<file path="src/rtl/jtframe_db15_pkg.sv">
// Shared types and bit positions for the DB15 (SNAC) serial joystick reader.
package jtframe_db15_pkg;

    typedef enum logic [2:0] {
        IDLE,
        LOAD,
        LOW,
        HIGH,
        GAP
    } db15_st_t;

    localparam int DB15_BITS = 12;

    localparam int JOY_RIGHT = 0;
    localparam int JOY_LEFT  = 1;
    localparam int JOY_DOWN  = 2;
    localparam int JOY_UP    = 3;
    localparam int JOY_B1    = 4;
    localparam int JOY_B2    = 5;
    localparam int JOY_B3    = 6;
    localparam int JOY_B4    = 7;
    localparam int JOY_B5    = 8;
    localparam int JOY_B6    = 9;
    localparam int JOY_START = 10;
    localparam int JOY_COIN  = 11;

endpackage

</file>
<file path="src/rtl/jtframe_db15_joy.sv">
// DB15 serial joystick reader: shifts a 74HC165 chain through the user port,
// de-serialises one or two player frames and optionally debounces them.
//
// state | meaning
// IDLE  | reader disabled, load high, shift clock low
// LOAD  | load pulse low for one tick; two_pl latched, frame cleared
// LOW   | shift clock low; data sampled on the last cycle of the half
// HIGH  | shift clock high; rising edge advances the pad chain
// GAP   | idle ticks between frames
module jtframe_db15_joy
    import jtframe_db15_pkg::*;
#(
    parameter int CLK_DIV   = 8,
    parameter int FRAME_GAP = 16,
    parameter int DEBOUNCE  = 1
) (
    input  logic                 clk,
    input  logic                 rst_n,
    input  logic                 en,
    input  logic                 two_pl,
    input  logic                 joy_data,
    output logic                 joy_clk,
    output logic                 joy_load,
    output logic [DB15_BITS-1:0] joy1,
    output logic [DB15_BITS-1:0] joy2,
    output logic                 frame_done
);

    localparam int FW = 2 * DB15_BITS;
    localparam int DW = (CLK_DIV > 1) ? $clog2(CLK_DIV) : 1;
    localparam int GW = (FRAME_GAP > 1) ? $clog2(FRAME_GAP) : 1;
    localparam logic [DW-1:0] DIV_LAST = DW'(CLK_DIV - 1);
    localparam logic [GW-1:0] GAP_INIT = GW'(FRAME_GAP - 1);

    db15_st_t      state, state_nx;
    logic [DW-1:0] div;
    logic          tick;
    logic [1:0]    sync;
    logic          sd;
    logic [4:0]    bit_cnt, bit_cnt_nx;
    logic [4:0]    last_bit;
    logic [GW-1:0] gap_cnt, gap_nx;
    logic [FW-1:0] shreg, shreg_nx;
    logic [FW-1:0] last_frame, last_nx;
    logic [FW-1:0] joy_nx;
    logic          pl2, pl2_nx;
    logic          done_nx;

    assign sd       = sync[1];
    assign tick     = (div == DIV_LAST);
    assign last_bit = pl2 ? 5'(FW - 1) : 5'(DB15_BITS - 1);

    always_comb begin
        state_nx   = state;
        bit_cnt_nx = bit_cnt;
        gap_nx     = gap_cnt;
        shreg_nx   = shreg;
        last_nx    = last_frame;
        joy_nx     = {joy2, joy1};
        pl2_nx     = pl2;
        done_nx    = 1'b0;

        if (!en) begin
            // disabling discards everything, including the debounce history
            state_nx = IDLE;
            last_nx  = '0;
            joy_nx   = '0;
        end else if (tick) begin
            case (state)
                IDLE: state_nx = LOAD;
                LOAD: state_nx = LOW;
                LOW: begin
                    shreg_nx[bit_cnt] = ~sd;
                    state_nx          = HIGH;
                end
                HIGH: begin
                    if (bit_cnt == last_bit) begin
                        state_nx = GAP;
                        gap_nx   = GAP_INIT;
                        done_nx  = 1'b1;
                        last_nx  = shreg;
                        if (DEBOUNCE == 0 || shreg == last_frame)
                            joy_nx = pl2 ? shreg : {{DB15_BITS{1'b0}}, shreg[DB15_BITS-1:0]};
                    end else begin
                        bit_cnt_nx = bit_cnt + 5'd1;
                        state_nx   = LOW;
                    end
                end
                GAP: begin
                    if (gap_cnt == '0) state_nx = LOAD;
                    else               gap_nx   = gap_cnt - 1'b1;
                end
                default: state_nx = IDLE;
            endcase

            if (state_nx == LOAD && state != LOAD) begin
                pl2_nx     = two_pl;
                bit_cnt_nx = '0;
                shreg_nx   = '0;
            end
        end
    end

    always_ff @(posedge clk or negedge rst_n) begin
        if (!rst_n) begin
            state      <= IDLE;
            div        <= '0;
            sync       <= 2'b11;
            bit_cnt    <= '0;
            gap_cnt    <= '0;
            shreg      <= '0;
            last_frame <= '0;
            pl2        <= 1'b0;
            joy_clk    <= 1'b0;
            joy_load   <= 1'b1;
            joy1       <= '0;
            joy2       <= '0;
            frame_done <= 1'b0;
        end else begin
            state        <= state_nx;
            div          <= (!en || tick) ? '0 : div + 1'b1;
            sync         <= {sync[0], joy_data};
            bit_cnt      <= bit_cnt_nx;
            gap_cnt      <= gap_nx;
            shreg        <= shreg_nx;
            last_frame   <= last_nx;
            pl2          <= pl2_nx;
            joy_clk      <= (state_nx == HIGH);
            joy_load     <= (state_nx != LOAD);
            {joy2, joy1} <= joy_nx;
            frame_done   <= done_nx;
        end
    end

endmodule

</file>
<file path="config.mk">
export PLATFORM = sky130hd
export DESIGN_NAME = jtframe_db15_joy
export DESIGN_NICKNAME = d
export VERILOG_FILES = /design/src/rtl/jtframe_db15_pkg.sv /design/src/rtl/jtframe_db15_joy.sv
export SDC_FILE = /design/constraint.sdc
export NUM_CORES = 1
export LEC_CHECK = 0
export ABC_AREA = 0
export CORE_ASPECT_RATIO = 2
export CORE_UTILIZATION = 53
export DETAILED_ROUTE_END_ITERATION = 6
export GPL_TIMING_DRIVEN = 1
export PLACE_DENSITY = 0.75
export RECOVER_POWER = 50
export SETUP_SLACK_MARGIN = 0.2
export SLEW_MARGIN = 20
export SYNTH_ARGS = -nofsm -noshare
export SYNTH_HDL_FRONTEND = slang
export SYNTH_SLANG_ARGS = --single-unit
</file>
<file path="constraint.sdc">
create_clock -name clk -period 2 [get_ports clk]
set_input_delay 0.4 -clock clk [delete_from_list [all_inputs] [get_ports clk]]
set_output_delay 0.4 -clock clk [all_outputs]
set_load 0.03 [all_outputs]
</file>
[After elaboration in Yosys (flattened, before gate mapping)]
Cells that the tools add are included.
Storage, ports and cells
  input bits: 5
  bits in latches: 0
  RAM bits: 0
  memories kept: 0
  memory bits (read-only): 0
  register bits after elaboration: 93
Cells by class
  magnitude comparators: 2
  reductions and logical operators: 15
  div/mod/pow operators: 0
  eq/ne operators: 18
  muxes and demuxes: 34
  multipliers: 0
  add/subtract/negate cells: 3
  bitwise operators: 1
  shift-type cells: 0
Operators with widths (count)
  $mux 24: 12
  $bwmux 24: 1
  $eq 24x24->1: 1
  $mux 3: 7
  $mux 5: 4
  $pmux 3 s5: 1
  $ne 2x1->1 const B: 5
  $eq 3x2->1 const B: 3
  $reduce_and 3->1: 3
  $mux 4: 2
  $pmux 4 s2: 1
  $reduce_and 4->1: 2
  $eq 3x1->1 const B: 2
  $eq 3x3->1 const B: 2
  $lt 5x6->1 const B: 1
  $ne 3x1->1 const B: 2
  $reduce_bool 2->1: 3
  $add 5x1->5 const B: 1
  $demux 1 s5: 1
  $eq 5x5->1: 1
  $ge 5x1->1 const B: 1
  $mux 1: 5
  $reduce_and 5->1: 1
  $logic_not 4->1: 1
  8 further kinds: 10

[Longest topological paths before layout]
Gate-level depths: netlist of run 1.
  depth in word-level cells: 10
  mapped depth: 9
  mapped depth without buffers: 7

[Worst setup path after synthesis of run 1]
No wires, ideal clock.
  path kind: register -> register
  start point: register div[0]
  end point: register shreg[11]
  required time: 1.863 ns
  arrival time: 1.904 ns
  stages on the path, launching flop included: 10
  setup slack: -0.040 ns
  clock period less this slack: 2.040 ns
  buffers on the path: 2
  cell sequence: dfrtp_1 > ha_1 > ha_1 > buf_2 > nand2_2 > nor4b_2 > and2_0 > buf_2 > nand2_1 > mux2i_1
Between the ends
  word-level cells in the longest chain between the ends: 2
Ends and longest elaborated chain
  start: declaration: RTL line jtframe_db15_joy.sv:36  | logic [DW-1:0] div;
  start signal: assignment: RTL line jtframe_db15_joy.sv:121  | div <= (!en || tick) ? '0 : div + 1'b1;
  $eq 3x3->1: RTL line jtframe_db15_joy.sv:50  | assign tick = (div == DIV_LAST);
  $reduce_and 3->1 (no source line)
  end signal: assignment: RTL line jtframe_db15_joy.sv:125  | shreg <= shreg_nx;
  end: declaration: RTL line jtframe_db15_joy.sv:43  | logic [FW-1:0] shreg, shreg_nx;
Every way passes these cells.
A chain may end at the register's enable or synchronous reset.

[Final worst setup path of run 1]
  start point: register gap_cnt[1]
  end point: register shreg[22]
Between the ends
  word-level cells in the longest chain between the ends: 9
  elaborated cells between the ends (all ways): 10
  those cells by class: eq/ne: 1; mux: 5; reduce/logical: 4
Ends and longest elaborated chain
  start: declaration: RTL line jtframe_db15_joy.sv:42  | logic [GW-1:0] gap_cnt, gap_nx;
  start signal: assignment: RTL line jtframe_db15_joy.sv:124  | gap_cnt <= gap_nx;
  $logic_not 4->1 (*): RTL line jtframe_db15_joy.sv:90  | if (gap_cnt == '0) state_nx = LOAD;
  $mux 3 (*): RTL line jtframe_db15_joy.sv:90
  $pmux 3 s5 (*): RTL line jtframe_db15_joy.sv:69  | case (state)
  $mux 3 (*): RTL line jtframe_db15_joy.sv:68  | end else if (tick) begin
  $mux 3 (*): RTL line jtframe_db15_joy.sv:63  | if (!en) begin
  $eq 3x1->1 (*): RTL line jtframe_db15_joy.sv:96  | if (state_nx == LOAD && state != LOAD) begin
  $logic_and 1x1->1 (*): RTL line jtframe_db15_joy.sv:96
  $reduce_bool 2->1 (no source line)
  $reduce_and 3->1 (no source line)
Every way passes the cells marked *; elsewhere a longest branch is shown, timed or not. The select of a mux whose other input is x is not followed.

==> impl_metrics.toml, run 1 <==
[route]
post-route-drc-count = 0
wl_per_cell_um = 21.1
firstDrtPassIters = 5
drtIter0Drc = 283
wirelength_um = 12800
avgViaCountPerCell = 5.99
num_vias = 3624
ant_nets = 0

[timing]
timing.fmax_mhz = 491
period_share = 1.02
setup_viol = 2
drv_slew = 0
worst_slew_margin_rel = 0.344
timing.hold.ws_ns = 0.204
rsz0062_at_grt = "yes"
finalHoldViolCount = 0
period_needed_ns = 2.04
finalWorstSetupSlack_ns = -0.0385
tightest_slew_ns = 0.985
skew_ns = 0.00725

[worst_setup_path]
worst-path-max-fanout = 4
start_kind = "register"
ff2ff_path_depth = 7
critPathCaptureType = "register"
required_ns = 2.23
cp_slowest_cell = "or3b_4"
crit_type = "register to register"
crit_chain = "inv_1, ha_4, or3b_4, or2_4, a211o_1, o21ai_1, nand2_1"
reg2reg_slack_ns = -0.04
slowest_delay_ns = 0.43
worstPathArrival_ns = 2.27

[cts]
numCtsBuffers = 9
clk_pin_slew_worst_paths_ns = 0.06
clk_path_buf_depth = 2
clock-root-buffer = "clkbuf_16"
cts.sinks = 93
cts_tree = "done"
cts_hold_buffers = 0
insertion_delay_ns = 0.35
cts_max_level = 3

[floorplanning]
start_util = 0.541
num_rows = 47
die_x_um = 66.8
coreArea_sq_um = 8230
die_h_um = 132
ios = 32
die_area_sq_um = 8800

[global_routing]
grt_first_pass_wirelength_um = 18700
grt_max_degree = 39
grt_remaining_overflow = 0
grt_use_total = 0.292
grt_pass1_vias = 3599
antenna_found_initial = 0

[power_and_ir_drop]
swShare = 0.221
p_sw_uw = 835
pwr-share-comb = 0.037
p_int_uw = 2940
p_leak_uw = 0.00328
power.density_nw_per_um2 = 609
p_seq_frac = 0.507
pwr-share-clk = 0.456
vdd.ir_drop.worst_mv = 0.468
power_uw = 3770

[synthesis]
ys_seq_area_frac = 0.523
ys_types = 47
netlist_top_cells_count = "98 x nand2_1, 90 x dfrtp_1, 41 x mux2i_1, 22 x a22o_1, 19 x xor2_1"
synth_top_area_frac = 0.505
netlist_instances = 422
synth.most_common_cell = "nand2_1"
synth_ff_type = "dfrtp_1"
synth_edf_count = 0
async_reset_ff_frac = 1.00
avgSynthCellArea_sq_um = 10.6
synthTopCellsByArea = "dfrtp_1 51%, mux2i_1 9.2%, nand2_1 8.3%, a22o_1 4.3%, xor2_1 3.7%"
yosysWarnings = 0
synthesis.area_sq_um = 4460
syn-num-nets = 434
ys_ff_latch = 93
synth.largest_area_cell = "dfrtp_1"

[worst_hold_path]
hold_class = "input pin to asynchronous set/reset pin"

[placement]
gp_congestion = 0.904
dp_worst_setup_slack_ns = -0.0972
placed_cells_incl_taps = 567
io_buffers = 31
dp_hpwl_um = 7340

[finish]
seqCellArea_sq_um = 2330
multi_input_area_sq_um = 2370
num-nets-final = 514
syn_to_final_growth_pct = 39.0
diodes = 0
finalNonFillerCells = 605
drive_gt1_frac = 0.290
n_fill_cell = 509

[job]
cap_violations = 0

[status]
outcome = "complete, but fails checks"
violations = "setup timing"
path summary, 6_finish.rpt:
path / endpoint / start
worst max-delay path: shreg[22]$_DFFE_PN0P_ / gap_cnt[1]$_DFFE_PN0P_
worst min-delay path: last_frame[3]$_DFFE_PN0P_ / rst_n
worst max register to register: shreg[22]$_DFFE_PN0P_ / gap_cnt[1]$_DFFE_PN0P_
worst min register to register: sync[1]$_DFF_PN1_ / sync[0]$_DFF_PN1_
max in group asynchronous: shreg[6]$_DFFE_PN0P_ / rst_n
min in group clk: sync[1]$_DFF_PN1_ / sync[0]$_DFF_PN1_
cell type report:
type | instances | share of cell area
timing repair buffer | 97 | 0.170
inverter | 6 | 0.00363
clock inverter | 3 | 0.00727
sequential | 93 | 0.376
tap | 98 | 0.0198
multi-input combinational | 295 | 0.382
clock buffer | 13 | 0.0404
stage by stage:
stage,instance area (sq um),TNS (ns),util
after CTS,5800,0,0.704
after detailed placement,5230,-0.862,0.636
after global placement,5230,-0.208,0.636
final,6200,-0.0502,0.753
after floorplan,4530,0,-
after global routing,6200,-0.412,0.753
flip-flops by register name (all words and copies together) (netlist names), 2 cells and up:
name / count
last_frame: 24
bit_cnt: 5
sync: 2
joy1: 12
gap_cnt: 4
shreg: 24
div: 3
joy2: 12
state: 3
cell families after synthesis:
group,share of synthesized area
compound gates,0.0915
xor+xnor,0.0550
fa+ha+maj,0.0197
buf+inv,0.0348
flops,0.523
mux,0.0921
simple gates,0.184
timing repair:
| item | 4_1_cts | 5_1_grt |
|---|---|---|
| endpoints found under the setup margin | 84 | 99 |
| setup buffers | 7 | 9 |
| gates resized for setup | 36 | 83 |
| pin swaps | 17 | 43 |
| cloned | 4 | 2 |
layout by cell type (no fill, tap or decap), drive strengths merged, types with 2 or more instances in the layout:
master and n:
inv 6, nand3 16, nor3b 3, nor3 4, nand3b 2, and3b 2
ha 7, and2 9, and3 2, nand4 3, buf 61, nand2b 2
a211o 2, a31oi 2, a22o 24, clkdlybuf4s50 11, nor4 5, mux2i 41
clkbuf 18, o21ai 12, nor2 11, dfstp 3, a21oi 7, dfrtp 90
nand2 99, dlygate4sd2 3, clkinvlp 2, xor2 19, dlymetal6s2s 15, xnor2 9
nor4b 2
metal layers:
layer / global-route usage / vias up / wire (um)
met5: 0 / - / 0
met4: 0.142 / 0 / 710
met3: 0.0599 / 49 / 483
met2: 0.519 / 113 / 7110
met1: 0.313 / 1843 / 4450
li1: - / 1619 / -
power groups by stage:
stage	combinational [uW]	clock (uW)	sequential [uW]
3_3_place_gp	130	0	1940
4_1_cts	136	1740	1910
3_5_place_dp	132	0	1950
2_1_floorplan	51.7	0	1940
5_1_grt	158	1800	1910
6_report	141	1720	1910
critical path, delay by kind of cell (launching register included):
kind	cells	cell delay [ns]
adder cells (fa/ha/maj)	1	0.13
flip-flops	1	0.38
buffers and inverters	1	0.09
AND/OR/NAND/NOR	3	0.81
AO/OA/AOI/OAI	2	0.51
(Power assumes the default switching activity.)
==> run 2: changes to the inputs <==
- TNS_END_PERCENT: not set -> 100
==> results of run 2 <==
The final DEF is identical to that of run 1; final timing and power are the same.
